<file path="config.mk">
export PLATFORM = sky130hd
export DESIGN_NAME = alu_arbiter
export DESIGN_NICKNAME = d
export VERILOG_FILES = /design/src/rtl/alu_arbiter.sv
export SDC_FILE = /design/constraint.sdc
export NUM_CORES = 1
export LEC_CHECK = 0
export ABC_AREA = 1
export BUFFER_PORTS_ARGS = -buffer_cell sky130_fd_sc_hd__buf_2
export CORE_MARGIN = 1.5
export CORE_UTILIZATION = 30
export CTS_CLUSTER_SIZE = 30
export DETAILED_ROUTE_END_ITERATION = 16
export GPL_TIMING_DRIVEN = 0
export HOLD_SLACK_MARGIN = 0.1
export PLACE_DENSITY = 0.64
export SYNTH_ARGS = -nofsm -noshare
export SYNTH_HDL_FRONTEND = slang
export SYNTH_SLANG_ARGS = --single-unit
</file>
<file path="constraint.sdc">
create_clock -name clk -period 1.3 [get_ports clk]
set_input_delay 0.26 -clock clk [delete_from_list [all_inputs] [get_ports clk]]
set_output_delay 0.26 -clock clk [all_outputs]
set_load 0.02 [all_outputs]
</file>
<file path="src/rtl/alu_arbiter.sv">
// Round-robin arbiter that shares one external ALU between NUM_REQ requesters, one op in flight.
// Optional ALU_ARB_FAST_EN: operands go straight from the winning requester to the ALU, 1-cycle latency.
`ifndef DATA_WIDTH
`define DATA_WIDTH 32
`endif
`ifndef CORE_ALU_OP_WIDTH
`define CORE_ALU_OP_WIDTH 4
`endif
`ifndef CORE_ALU_ADD
`define CORE_ALU_ADD 0
`endif

module alu_arbiter #(
    parameter int NUM_REQ = 2,
    parameter int ID_W    = 2
) (
    input  logic                                  clk,
    input  logic                                  rst_n,
    input  logic [NUM_REQ-1:0]                    req_valid,
    output logic [NUM_REQ-1:0]                    req_ready,
    input  logic [NUM_REQ*`CORE_ALU_OP_WIDTH-1:0] req_op,
    input  logic [NUM_REQ*`DATA_WIDTH-1:0]        req_opa,
    input  logic [NUM_REQ*`DATA_WIDTH-1:0]        req_opb,
    output logic [`DATA_WIDTH-1:0]                alu_oprand_0,
    output logic [`DATA_WIDTH-1:0]                alu_oprand_1,
    output logic [`CORE_ALU_OP_WIDTH-1:0]         alu_op,
    input  logic [`DATA_WIDTH-1:0]                alu_out,
    output logic                                  rsp_valid,
    input  logic                                  rsp_ready,
    output logic [ID_W-1:0]                       rsp_id,
    output logic [`DATA_WIDTH-1:0]                rsp_data
);
    localparam int DW  = `DATA_WIDTH;
    localparam int OPW = `CORE_ALU_OP_WIDTH;
    localparam logic [OPW-1:0] OP_RST = OPW'(`CORE_ALU_ADD);

    typedef enum logic [1:0] {IDLE, EXEC, RESP} state_t;
    state_t state, state_nxt;

`ifdef ALU_ARB_FAST_EN
    localparam state_t ACC_ST = RESP;
`else
    localparam state_t ACC_ST = EXEC;
    logic [ID_W-1:0] id_q;
`endif

    logic [ID_W-1:0] rr_ptr, win_idx, ptr_nxt;
    logic            win_vld, grant_en, accept;
    logic [OPW-1:0]  op_q, win_op;
    logic [DW-1:0]   opa_q, opb_q, win_opa, win_opb;
    int              j;

    // Rotating search starting at rr_ptr; first valid requester wins.
    always_comb begin
        win_vld = 1'b0;
        win_idx = '0;
        j       = 0;
        for (int k = 0; k < NUM_REQ; k++) begin
            j = int'(rr_ptr) + k;
            if (j >= NUM_REQ) j = j - NUM_REQ;
            if (!win_vld && req_valid[j]) begin
                win_vld = 1'b1;
                win_idx = ID_W'(j);
            end
        end
    end

    assign win_op  = req_op[win_idx*OPW +: OPW];
    assign win_opa = req_opa[win_idx*DW +: DW];
    assign win_opb = req_opb[win_idx*DW +: DW];
    assign ptr_nxt = (win_idx == ID_W'(NUM_REQ-1)) ? '0 : win_idx + 1'b1;

`ifdef ALU_ARB_FAST_EN
    assign grant_en = (state == IDLE) || (state == RESP && rsp_ready);
`else
    assign grant_en = (state == IDLE);
`endif
    assign accept    = grant_en && win_vld;
    assign rsp_valid = (state == RESP);

    always_comb begin
        req_ready = '0;
        for (int i = 0; i < NUM_REQ; i++)
            req_ready[i] = accept && (win_idx == ID_W'(i));
    end

    always_comb begin
        state_nxt = state;
        case (state)
            IDLE:    if (accept) state_nxt = ACC_ST;
            EXEC:    state_nxt = RESP;
            RESP:    if (rsp_ready) state_nxt = accept ? RESP : IDLE;
            default: state_nxt = IDLE;
        endcase
    end

    always_ff @(posedge clk or negedge rst_n) begin
        if (!rst_n) state <= IDLE;
        else        state <= state_nxt;
    end

    always_ff @(posedge clk or negedge rst_n) begin
        if (!rst_n) begin
            rr_ptr   <= '0;
            op_q     <= OP_RST;
            opa_q    <= '0;
            opb_q    <= '0;
            rsp_id   <= '0;
            rsp_data <= '0;
`ifndef ALU_ARB_FAST_EN
            id_q     <= '0;
`endif
        end else begin
            if (accept) begin
                op_q   <= win_op;
                opa_q  <= win_opa;
                opb_q  <= win_opb;
                rr_ptr <= ptr_nxt;
            end
`ifdef ALU_ARB_FAST_EN
            if (accept) begin
                rsp_data <= alu_out;
                rsp_id   <= win_idx;
            end
`else
            if (accept) id_q <= win_idx;
            if (state == EXEC) begin
                rsp_data <= alu_out;
                rsp_id   <= id_q;
            end
`endif
        end
    end

    // Fast build feeds the ALU from the winner while a grant is possible; otherwise from regs.
    always_comb begin
        alu_op       = op_q;
        alu_oprand_0 = opa_q;
        alu_oprand_1 = opb_q;
`ifdef ALU_ARB_FAST_EN
        if (grant_en) begin
            alu_op       = win_op;
            alu_oprand_0 = win_opa;
            alu_oprand_1 = win_opb;
        end
`endif
    end

endmodule

</file>
==> impl_metrics.toml <==
[placed_design]
dp_slack_ns = -0.4159
post-place-cells = 1197
port_buffers = 276
dpl-instance-area_um2 = 7227
dp_hpwl_mm = 12.80
gp_congestion = 0.8087

[cells_and_area]
synthToLayoutAreaGrowth_pct = 56.94
fin_area_um2 = 8615
layout_commonest_cell = "buf_2"
nets = 1186
n_fill_cell = 1776
final_cells = 1249
layout_common_cells = "buf_2, nand2_1, dfrtp_1"
drive_gt1_frac = 0.4587
final_util = 0.4796

[synth]
yosys.area_share.simple = 0.4023
synthMuxAreaShare = 0
synthCells = 691
synth_top_family_by_area = "simple AND/OR/NAND/NOR gates"
synth_nets = 864
ys_seq_elements = 108
synth_largest_area_cell = "dfrtp_1"
synth_xor_area_frac = 0
synth_top_cells_by_area = "dfrtp_1, nand2_1, nand3b_1"
netlist_area_um2 = 5489
syn_avg_cell_area_um2 = 7.944
synthAdderAreaFrac = 0
ys.warnings.count = 0
synth_ff_type = "dfrtp_1"
async_reset_ff_frac = 1.000
ys_seq_area_frac = 0.4924
synth-edff-count = 0
yosysTopAreaCellShare = 0.4924
synth_compound_gate_area_share = 0.005015
post_synth_num_cell_types = 20

[setup_path]
worstPathCellList = "nor2_4 > nand2_4 > buf_12 > nor3b_4 > buf_6"
rr_worst_depth = 10
r2r_end = "alu_oprand_1[19]"
crit_type = "reg -> out"
worstPathRequired_ns = 1.04
max_stage_delay_ns = 0.43
cp-start-kind = "flip-flop"
worstPathArrival_ns = 1.45
end_kind = "primary output"
r2r_start = "state[1]"
r2r_slack_ns = -0.29
crit_slowest_cell = "dfrtp_1"
crit_path_max_fanout = 4

[timing]
fin_crit_sh = 1.316
finalSetupViolations = 73
slew_headroom = 0.6917
setup_slack_ns = -0.4109
hold_violations = 0
fmax_mhz = 584.5
period_needed_ns = 1.711
tightest_slew_ns = 0.4624
skew_ns = 0.004620
slew_viol_final = 0
rsz0062_at_grt = "true"

[detailed_routing]
routed_wl_mm = 18.46
ant_nets = 0
drc = 0
num_vias = 5663
drtIter0Drc = 208
via_per_inst = 4.534
routedWlPerCell_um = 14.78
dr.pass1.iters = 4

[die]
start_util = 0.3056
ios = 278
fp.dieH_um = 138.3
die_area_um2 = 19120
rows = 49
core_um2 = 17960
dieWidth_um = 138.3

[hold_path]
hp-start = "alu_out[11]"
whs_path_depth = 3
hp-class = "in -> reg"
min_to = "rsp_data[11]"

[clock_network]
path_clk_slew_ns = 0.07
cts_made_buffers = 9
clock_path_buffers = 2
clock_latency_ns = 0.35
clockRootBuffer = "clkbuf_16"
cts_htree_levels = 3
clock-sinks = 108
cts_tree = "yes"

[power]
power_density_nw_per_um2 = 2396
fin_total_pwr_mw = 20.64
p_leak_nw = 4.831
irDropWorstVdd_mv = 1.520

[run]
maxCapViolCount = 0

[global_routing]
grtUsageTotal = 0.1927
grt-ovfl-total = 0
grt_pass1_vias = 5528
antenna_found_initial = 4
grt_pass1_wl_mm = 29.25
grt_max_degree = 63

[run_status]
violations = "negative setup slack"
status = "finished with violations"
[area by class of cell]
class | count | area [um^2] | area share
Inverter | 76 | 285.3 | 0.03312
Antenna cell | 2 | 5.005 | 0.0005810
Clock inverter | 5 | 67.56 | 0.007843
Timing Repair Buffer | 313 | 1919 | 0.2228
Clock buffer | 11 | 242.7 | 0.02818
Sequential cell | 108 | 2703 | 0.3137
Tap cell | 229 | 286.5 | 0.03326
Buffer | 44 | 446.7 | 0.05185
Multi-Input combinational cell | 461 | 2659 | 0.3086
[Yosys cell counts, types with 2 or more instances]
cell type / n
nand3b_1: 68
dfrtp_1: 108
inv_1: 74
buf_2: 23
buf_6: 7
o21ai_0: 2
nand3_1: 82
clkbuf_1: 12
nand3_2: 18
buf_4: 2
a21oi_1: 2
buf_1: 3
inv_2: 2
nor2_2: 3
nand2_1: 278
nor2_1: 3
[worst max-delay path, delay by kind of cell, from the launching register on]
kind          cells  cell delay, ns
simple gates      3            0.40
flops             1            0.43
buf+inv           2            0.27
[layer usage]
metal | GRT usage | vias to the layer above | wire, um
li1 | - | 2796 | -
met1 | 0.2443 | 2639 | 7929
met2 | 0.3229 | 207 | 9068
met3 | 0.04745 | 19 | 1163
met4 | 0.06316 | 2 | 282
met5 | 0 | - | 11
[registers in the layout, indices dropped and copies added, names as in the netlist]
name	flops
alu_oprand_0	32
alu_oprand_1	32
rsp_data	32
alu_op	4
id_q	2
rr_ptr	2
rsp_id	2
state	2
[stage by stage]
stage | hold slack (ns) | setup TNS (ns)
floorplan | -0.03559 | -0.01090
CTS | 0.1257 | -13.77
finish | 0.1423 | -17.05
detailed placement | 0.2255 | -14.75
global placement | 0.4508 | -162.79
global route | 0.1414 | -22.63
[how the worst max path moves through the flow]
| stage | cells after the start | startpoint | endpoint |
|---|---|---|---|
| 2_1_floorplan | 5 | state[0] | req_ready[0] |
| 3_3_place_gp | 1 | rst_n | alu_op[0] |
| 3_5_place_dp | 6 | rr_ptr[0] | req_ready[0] |
| 4_1_cts | 6 | rr_ptr[0] | req_ready[0] |
| 5_1_grt | 5 | state[1] | req_ready[0] |
| 6_report | 5 | state[1] | req_ready[0] |
[kinds of logic after synthesis]
kind of cell | count (synthesis)
flops | 108
compound gates | 5
buf+inv | 123
simple gates | 455
[power breakdown]
part / internal (mW) / switching (mW)
Sequential: 5.04 / 0.911
Combinational: 4.93 / 6.87
Clock: 1.58 / 1.31
Total: 11.5 / 9.09
[repair_timing]
item                                    in CTS  in global routing
gates resized for setup                    148                 41
pin swaps                                   36                 38
setup buffers                               23                  9
hold buffers                                 1                  0
endpoints found under the hold margin       46                  0
endpoints found under the setup margin      84                104
cloned                                      10                  2
Note: power is estimated with default switching activity, not from simulation.
